## config.mk

```make
export PLATFORM = sky130hd
export DESIGN_NAME = digital_lock_fsm_param
export DESIGN_NICKNAME = d
export VERILOG_FILES = /design/src/rtl/digital_lock_fsm_param.sv
export SDC_FILE = /design/constraint.sdc
export NUM_CORES = 1
export LEC_CHECK = 0
export CORE_MARGIN = 5
export CORE_UTILIZATION = 55
export CTS_CLUSTER_DIAMETER = 80
export DETAILED_ROUTE_END_ITERATION = 8
export DONT_BUFFER_PORTS = 1
export PLACE_DENSITY = 0.73
export SLEW_MARGIN = 20
export SYNTH_ARGS = -nofsm -noshare
export SYNTH_HDL_FRONTEND = slang
export SYNTH_SLANG_ARGS = --single-unit
```

## constraint.sdc

```tcl
create_clock -name clock -period 3.2 [get_ports clock]
set_clock_uncertainty 0.2 [all_clocks]
set_input_delay 0.48 -clock clock [delete_from_list [all_inputs] [get_ports clock]]
set_output_delay 0.48 -clock clock [all_outputs]
set_load 0.05 [all_outputs]
```

## src/rtl/digital_lock_fsm_param.sv

```systemverilog
// Parametrised combination-lock controller: code set/verify, armed unlock,
// failure counting with permanent or timed lockout.
module digital_lock_fsm_param #(
  parameter int unsigned KEY_W         = 4,
  parameter int unsigned DIGITS        = 4,
  parameter int unsigned MAX_TRIES     = 4,
  parameter int unsigned FREEZE_CYCLES = 0
) (
  input  logic                             clock,
  input  logic                             reset_n,
  input  logic [KEY_W-1:0]                 key,
  input  logic                             key_valid,
  input  logic                             cancel,
  output logic                             locked,
  output logic                             error,
  output logic                             frozen,
  output logic                             unlock_pulse,
  output logic [$clog2(DIGITS+1)-1:0]      digit_count,
  output logic [$clog2(MAX_TRIES+1)-1:0]   tries_left
);

  localparam int unsigned CODE_W = DIGITS * KEY_W;
  localparam int unsigned DCNT_W = $clog2(DIGITS + 1);
  localparam int unsigned TRY_W  = $clog2(MAX_TRIES + 1);
  localparam int unsigned TMR_W  = (FREEZE_CYCLES > 1) ? $clog2(FREEZE_CYCLES) : 1;

  localparam logic [TMR_W-1:0]  TMR_LOAD = (FREEZE_CYCLES == 0) ? '0 : TMR_W'(FREEZE_CYCLES - 1);
  localparam logic [TRY_W-1:0]  MAX_T    = TRY_W'(MAX_TRIES);
  localparam logic [DCNT_W-1:0] LAST_D   = DCNT_W'(DIGITS - 1);

  typedef enum logic [1:0] {
    ST_SET    = 2'd0,
    ST_VERIFY = 2'd1,
    ST_ARMED  = 2'd2,
    ST_FREEZE = 2'd3
  } state_e;

  state_e              state_q,  state_d;
  logic [CODE_W-1:0]   pwd_q,    pwd_d;
  logic [CODE_W-1:0]   buf_q,    buf_d;
  logic [DCNT_W-1:0]   cnt_q,    cnt_d;
  logic [TRY_W-1:0]    fail_q,   fail_d;
  logic [TMR_W-1:0]    tmr_q,    tmr_d;
  logic                error_q,  error_d;
  logic                unlock_q, unlock_d;
  logic                locked_q, locked_d;
  logic                frozen_q, frozen_d;
  logic [TRY_W-1:0]    tries_q,  tries_d;

  logic [CODE_W-1:0]   code_c;
  logic                match_c;
  logic [TRY_W-1:0]    fail_inc_c;

  // Entry as it would stand with the current key included (zero-latency compare).
  always_comb begin
    code_c = buf_q;
    for (int i = 0; i < int'(DIGITS); i++) begin
      if (cnt_q == DCNT_W'(i)) code_c[i*KEY_W +: KEY_W] = key;
    end
    match_c    = (code_c == pwd_q);
    fail_inc_c = fail_q + TRY_W'(1);
  end

  // Next-state and next-output logic.
  always_comb begin
    state_d  = state_q;
    pwd_d    = pwd_q;
    buf_d    = buf_q;
    cnt_d    = cnt_q;
    fail_d   = fail_q;
    tmr_d    = tmr_q;
    error_d  = error_q;
    unlock_d = 1'b0;

    if (state_q == ST_FREEZE) begin
      if (FREEZE_CYCLES != 0) begin
        if (tmr_q == '0) begin
          state_d = ST_ARMED;
          fail_d  = '0;
          error_d = 1'b0;
        end else begin
          tmr_d = tmr_q - TMR_W'(1);
        end
      end
    end else if (cancel) begin
      buf_d = '0;
      cnt_d = '0;
      if (state_q == ST_VERIFY) begin
        pwd_d   = '0;
        state_d = ST_SET;
      end
    end else if (key_valid) begin
      if (cnt_q != LAST_D) begin
        buf_d = code_c;
        cnt_d = cnt_q + DCNT_W'(1);
      end else begin
        buf_d = '0;
        cnt_d = '0;
        unique case (state_q)
          ST_SET: begin
            pwd_d   = code_c;
            state_d = ST_VERIFY;
          end
          ST_VERIFY: begin
            error_d = ~match_c;
            if (match_c) state_d = ST_ARMED;
          end
          ST_ARMED: begin
            if (match_c) begin
              state_d  = ST_SET;
              pwd_d    = '0;
              unlock_d = 1'b1;
              error_d  = 1'b0;
              fail_d   = '0;
            end else begin
              error_d = 1'b1;
              fail_d  = fail_inc_c;
              if (fail_inc_c >= MAX_T) begin
                state_d = ST_FREEZE;
                tmr_d   = TMR_LOAD;
              end
            end
          end
          default: ;
        endcase
      end
    end

    locked_d = (state_d == ST_ARMED) || (state_d == ST_FREEZE);
    frozen_d = (state_d == ST_FREEZE);
    tries_d  = frozen_d ? '0 : (MAX_T - fail_d);
  end

  always_ff @(posedge clock or negedge reset_n) begin
    if (!reset_n) begin
      state_q  <= ST_SET;
      pwd_q    <= '0;
      buf_q    <= '0;
      cnt_q    <= '0;
      fail_q   <= '0;
      tmr_q    <= '0;
      error_q  <= 1'b0;
      unlock_q <= 1'b0;
      locked_q <= 1'b0;
      frozen_q <= 1'b0;
      tries_q  <= MAX_T;
    end else begin
      state_q  <= state_d;
      pwd_q    <= pwd_d;
      buf_q    <= buf_d;
      cnt_q    <= cnt_d;
      fail_q   <= fail_d;
      tmr_q    <= tmr_d;
      error_q  <= error_d;
      unlock_q <= unlock_d;
      locked_q <= locked_d;
      frozen_q <= frozen_d;
      tries_q  <= tries_d;
    end
  end

  assign locked       = locked_q;
  assign error        = error_q;
  assign frozen       = frozen_q;
  assign unlock_pulse = unlock_q;
  assign digit_count  = cnt_q;
  assign tries_left   = tries_q;

endmodule

```

# Word level (Yosys, flattened, before mapping)

Cells that the tools add are included.

Divide/modulo/power cells: 0
Multiplexer cells: 40
Bitwise gates (word level): 4
Equal/unequal tests: 13
Shift operators: 0
Reductions and logical operators: 9
Order comparisons: 1
Multiply operators: 0
Add/sub/neg operators: 3

Operators by type and width:

| kind                | number |
|---|---|
| $mux 16             | 8 |
| $pmux 16 s2         | 1 |
| $mux 3              | 10 |
| $eq 16x16->1        | 1 |
| $mux 2              | 8 |
| $mux 4              | 4 |
| $eq 2x2->1 const B  | 4 |
| $mux 1              | 7 |
| $add 3x1->3 const B | 2 |
| $eq 3x2->1 const B  | 2 |
| $pmux 2 s3          | 1 |
| $reduce_and 6->1    | 1 |
| $reduce_and 5->1    | 1 |
| $not 1->1           | 4 |
| $reduce_bool 2->1   | 2 |
| $eq 3x1->1 const B  | 1 |
| $ge 3x3->1 const B  | 1 |
| $logic_not 3->1     | 1 |
| $ne 3x2->1 const B  | 1 |
| $ne 3x3->1 const B  | 1 |
| $reduce_bool 3->1   | 1 |
| $sub 3x3->3 const A | 1 |
| $eq 2x1->1 const B  | 1 |
| $logic_not 2->1     | 1 |
| other kinds (5)     | 5 |

Output and inout port bits: 10
Memory bits (writable): 0
ROM bits: 0
Memories: 0
Latch bits: 0
Flip-flop bits (word level): 47

# Logic depth before layout (Yosys ltp)

Depth after elaboration: 11
Depth in mapped cells: 16
Gate-level depth less buffers: 15

# Worst setup path after synthesis

No wires, ideal clock.

Kind: register to register
From: reg cnt_q[0], in the netlist digit_count[0]
To: reg tries_q[2], in the netlist tries_left[2]
Slack: -0.243 ns
Buffers on the path: 0
Clock period less this slack: 3.443 ns
Cell stages (with the launch flop): 13
Data arrival time: 3.168 ns
Cell sequence: dfrtp_1 -> inv_1 -> ha_1 -> nor2b_1 -> a22oi_1 -> nor2_1 -> a2111oi_1 -> nand3_1 -> a21oi_1 -> ha_1 -> inv_1 -> o311ai_0 -> a2bb2oi_1

Longest elaborated chain between the ends: 11
Elaborated cells between the ends (all ways): 26
Those cells by class: add/sub (1); eq/ne (6); mux (18); reduce/logical (1)

Ends and longest elaborated chain:

| what                                             | line     | source |
|---|---|---|
| start, declared                                  | 41       | `logic [DCNT_W-1:0] cnt_q, cnt_d;` |
| start signal, assigned                           | 151      | `cnt_q <= cnt_d;` |
| $eq 3x1->1 (tied with other cells)               | 58       | `if (cnt_q == DCNT_W'(i)) code_c[i*KEY_W +: KEY_W] = key;` |
| $mux 4                                           | 58       |  |
| $eq 16x16->1                                     | 60       | `match_c = (code_c == pwd_q);` |
| $mux 3 (tied with other cells)                   | 109      | `if (match_c) begin` |
| $mux 3 / $pmux 2 s3 (equally long branches)      | 99       | `unique case (state_q)` |
| $mux 3 / $mux 2 (equally long branches)          | 93       | `if (cnt_q != LAST_D) begin` |
| $mux 3 / $mux 2 (equally long branches)          | 92       | `end else if (key_valid) begin` |
| $mux 3 / $mux 2 (equally long branches)          | 85       | `end else if (cancel) begin` |
| $mux 3 / $mux 2 (equally long branches)          | 75       | `if (state_q == ST_FREEZE) begin` |
| $sub 3x3->3 / $eq 2x2->1 (equally long branches) | 131, 130 |  |
| $mux 3 *                                         | 131      | `tries_d = frozen_d ? '0 : (MAX_T - fail_d);` |
| net tries_d[2]                                   | 48       | `logic [TRY_W-1:0] tries_q, tries_d;` |
| end signal, assigned                             | 158      | `tries_q <= tries_d;` |
| end, declared                                    | 48       |  |

Mark *: on every way through the listed nets, which the timed path passes. The rest lies on a longest branch.
A chain may end at the register's enable or synchronous reset.

# Worst setup path in the final report

From: reg cnt_q[0], in the netlist digit_count[0]
To: reg tries_q[1], in the netlist tries_left[1]

Longest elaborated chain between the ends: 11
Elaborated cells between the ends (all ways): 26
Those cells by class: add/sub (1); eq/ne (6); mux (18); reduce/logical (1)

Ends and longest elaborated chain:

| what                               | line     | source |
|---|---|---|
| $eq 3x1->1 (tied with other cells) | 58       |  |
| $mux 4                             | 58       |  |
| $eq 16x16->1                       | 60       |  |
| $mux 2 (on tied branches)          | 109, 106 |  |
| $pmux 2 s3                         | 99       |  |
| $mux 2 *                           | 93       |  |
| $mux 2 *                           | 92       |  |
| $mux 2 *                           | 85       |  |
| $mux 2 *                           | 75       |  |
| net state_d[1]                     | 38       | `state_e state_q, state_d;` |
| $eq 2x2->1 *                       | 130      | `frozen_d = (state_d == ST_FREEZE);` |
| $mux 3 *                           | 131      |  |
| net tries_d[1]                     | 48       |  |

Marks and branches as above.

==> metrics <==
status=finished clean; drt total wl=7.25 mm; CP endpoint kind=flip-flop; Tightest Hold Check Type=primary input to flip-flop; largest net degree at the start of global routing=48; final hold slack=between 60 and 70 ps; Initial Util=56.4%; io pins=18; EDFF count, synth=0; Cell Area, Synth=2860 um^2; root buf cell=clkbuf_8; r2r setup slk=roughly 160 ps; Final Cycle Share=95.1%; CP required=3160 ps; setup ws final=between 150 and 200 ps; Worst-Margin Slew=727 ps; share of the synthesized area in the top cell type=40.2%; Worst Reg-to-Reg Cells=12; hpwl dp=5.01 mm; Die X=roughly 80 um; leading area contributor after synthesis=dfrtp_1; Total GRT Usage=a little under a quarter; Reg-to-Reg End=tries_left[1]; drt initial violations=240; Clock Tree Buf Depth=2; antenna violations before repair=0; synth top area cells=dfrtp_1 40%, o22ai_1 4.6%, ha_1 4.4%; first-pass GRT wire length=11.8 mm; via count=approximately 2400; gpl congestion=0.888; pre-CTS setup slack=-106 ps; critical path peak fanout=6; Hold Fails Final Rpt=0; hold_sp=cancel; Worst EP arrival=about 3000 ps; share of layout cells above drive strength 1=19.9%; # DRC=0; DR pass1 iterations=4; Core ar.=roughly 5000 um^2; register area share after synthesis=between 40% and 50%; Clock Pin Slew Worst Setup and Hold Paths=90 ps; vias in the first global route=2458; DR vias/cell=6.12; Cells after Synth=slightly above 300; worst skew pair latency=300 ps; htree depth=2; Slew Viols, Final=0; Die Ht=between 80 and 90 um; Async SR Flop Fraction=100%; Hold EP=digit_count[0]; overall power=around 1.4 mW; clk sinks=47; WHS Path Cells=1; post-route ant nets=0; Ys Warns=0; CTS tree=built; RSZ-0062 raised after global routing=no; Antenna diodes=0; Reg-to-Reg Start=digit_count[0]; crit path kind=flip-flop to flip-flop; P_leak=1.45 nW; Total Nets Final=344; syn_area_per_cell=9.26 um^2; port buffer count=0; Layout Area Growth over Synthesis=16.8%; Critical Path Start Type=flip-flop; Max Freq=329 MHz; area of the die=between 6000 and 7000 um^2; CTS Buf Count=5; Power Density=433 nW/um^2; max cap viols=0; Distinct cells, synth=51; std cell rows=26; setup violators final=0; Peak VDD IR=0.320 mV; Yosys reg bits=47; grt total ovfl=0; Min Clock Period, post-route=3040 ps; Rel. slew slack=roughly 51%; Post-Syn Nets=between 300 and 400; top_reg_cell synth=dfrtp_1; DR WL/cell=18.3 um
==> flip-flops by register name (all words and copies together) (netlist names) <==
signal,cells
digit_count,3
locked,1
error,1
frozen,1
fail_q,3
pwd_q,16
unlock_pulse,1
buf_q,16
state_q,2
tries_left,3
==> layer usage <==
metal	wire (um)	global-route usage, %	up-vias
met1	2940	28.8	1182
li1	-	-	1152
met3	465	5.21	17
met5	0	0	-
met2	3690	38.5	80
met4	158	9.97	0
==> cell families (layout without fill, tap and decap cells) <==
kind of cell	Yosys count	in the layout	share of synthesized area, %
simple gates	100	100	18.4
compound gates	97	97	23.7
flops	47	47	41.1
buf+inv	38	56	6.38
fa+ha+maj	10	10	4.37
xor+xnor	10	10	3.06
mux	7	7	2.89
==> how the worst max path moves through the flow <==
stage | cells past startpoint | startpoint | to
5_1_grt | 15 | digit_count[0] | tries_left[2]
3_3_place_gp | 13 | digit_count[0] | tries_left[2]
4_1_cts | 13 | digit_count[0] | tries_left[2]
6_report | 12 | digit_count[0] | tries_left[1]
3_5_place_dp | 13 | digit_count[0] | tries_left[2]
2_1_floorplan | 13 | digit_count[0] | tries_left[2]
==> power by group <==
group          leakage, nW  total (mW)  switching, mW  internal (mW)
Sequential           0.638       0.714         0.0843          0.630
Combinational        0.770       0.380          0.206          0.173
Clock               0.0412       0.352          0.199          0.153
==> worst max-delay path, stage by stage, from the launching register on <==
cell      delay, ps
dfrtp_2         440
inv_2           100
ha_2            210
nand2b_4         90
buf_4           160
or3_1           310
o211ai_1        150
nor4_2          110
buf_4           150
and3_1          200
buf_4           160
o311ai_2        440
a21boi_0        170
==> Yosys cell counts, types with 3 or more instances <==
cell,number
xor2_1,5
buf_6,3
ha_1,10
nand3b_1,6
xnor2_1,5
buf_2,5
inv_1,21
nor2b_1,14
buf_4,3
o211ai_1,3
o21a_1,3
o22ai_1,21
a22o_1,12
dfrtp_1,46
o221ai_1,3
o21ai_0,8
a221oi_1,5
a31oi_1,3
a21oi_1,20
nand3_1,4
nand2b_1,5
clkbuf_1,5
and2_1,3
mux2i_1,6
nand2_1,23
nor2_1,31
==> final cells by class <==
cell class	instances	area, um^2
inverters	21	78.8
fillers	433	1730
flip-flops and latches	47	1180
multi-input cells	224	1660
well taps	70	87.6
clock buffers	6	72.6
repair buffers	27	250
clock inverters	2	12.5
==> cell usage in the layout (no fill, tap or decap), types with 3 or more instances in the layout <==
cell       n
a221oi_2   5
inv_1     20
a31oi_1    3
nor2_1    31
buf_4     23
o21a_1     3
o21ai_0    8
xnor2_1    5
ha_1       7
clkbuf_8   5
a21oi_1   19
nand3_1    3
and2_1     3
o22ai_1   20
mux2i_4    3
nand3b_1   6
a22o_1    12
nand2b_1   3
o211ai_1   3
mux2i_1    3
nand2b_4   3
nand2_1   23
xor2_1     5
dfrtp_1   44
nor2b_1   12
==> metrics by stage <==
| stage | instances | utilization, % | TNS, ps | instance area [um^2] |
|---|---|---|---|---|
| floorplan | 309 | - | 0 | 2870 |
| finish | 397 | 65.9 | 0 | 3340 |
| global placement | 384 | 59.8 | 0 | 3030 |
| global route | 397 | 65.9 | 0 | 3340 |
| detailed placement | 384 | 59.8 | -106 | 3030 |
| CTS | 394 | 62.6 | 0 | 3180 |
==> timing repair <==
action,4_1_cts,5_1_grt
cloned,0,0
hold endpoints to repair,47,0
setup buffers,0,3
pin swaps,2,3
hold buffers,2,0
resized for setup,5,23
setup endpoints to repair,1,4
No activity file was read; power rests on OpenSTA's default activity.
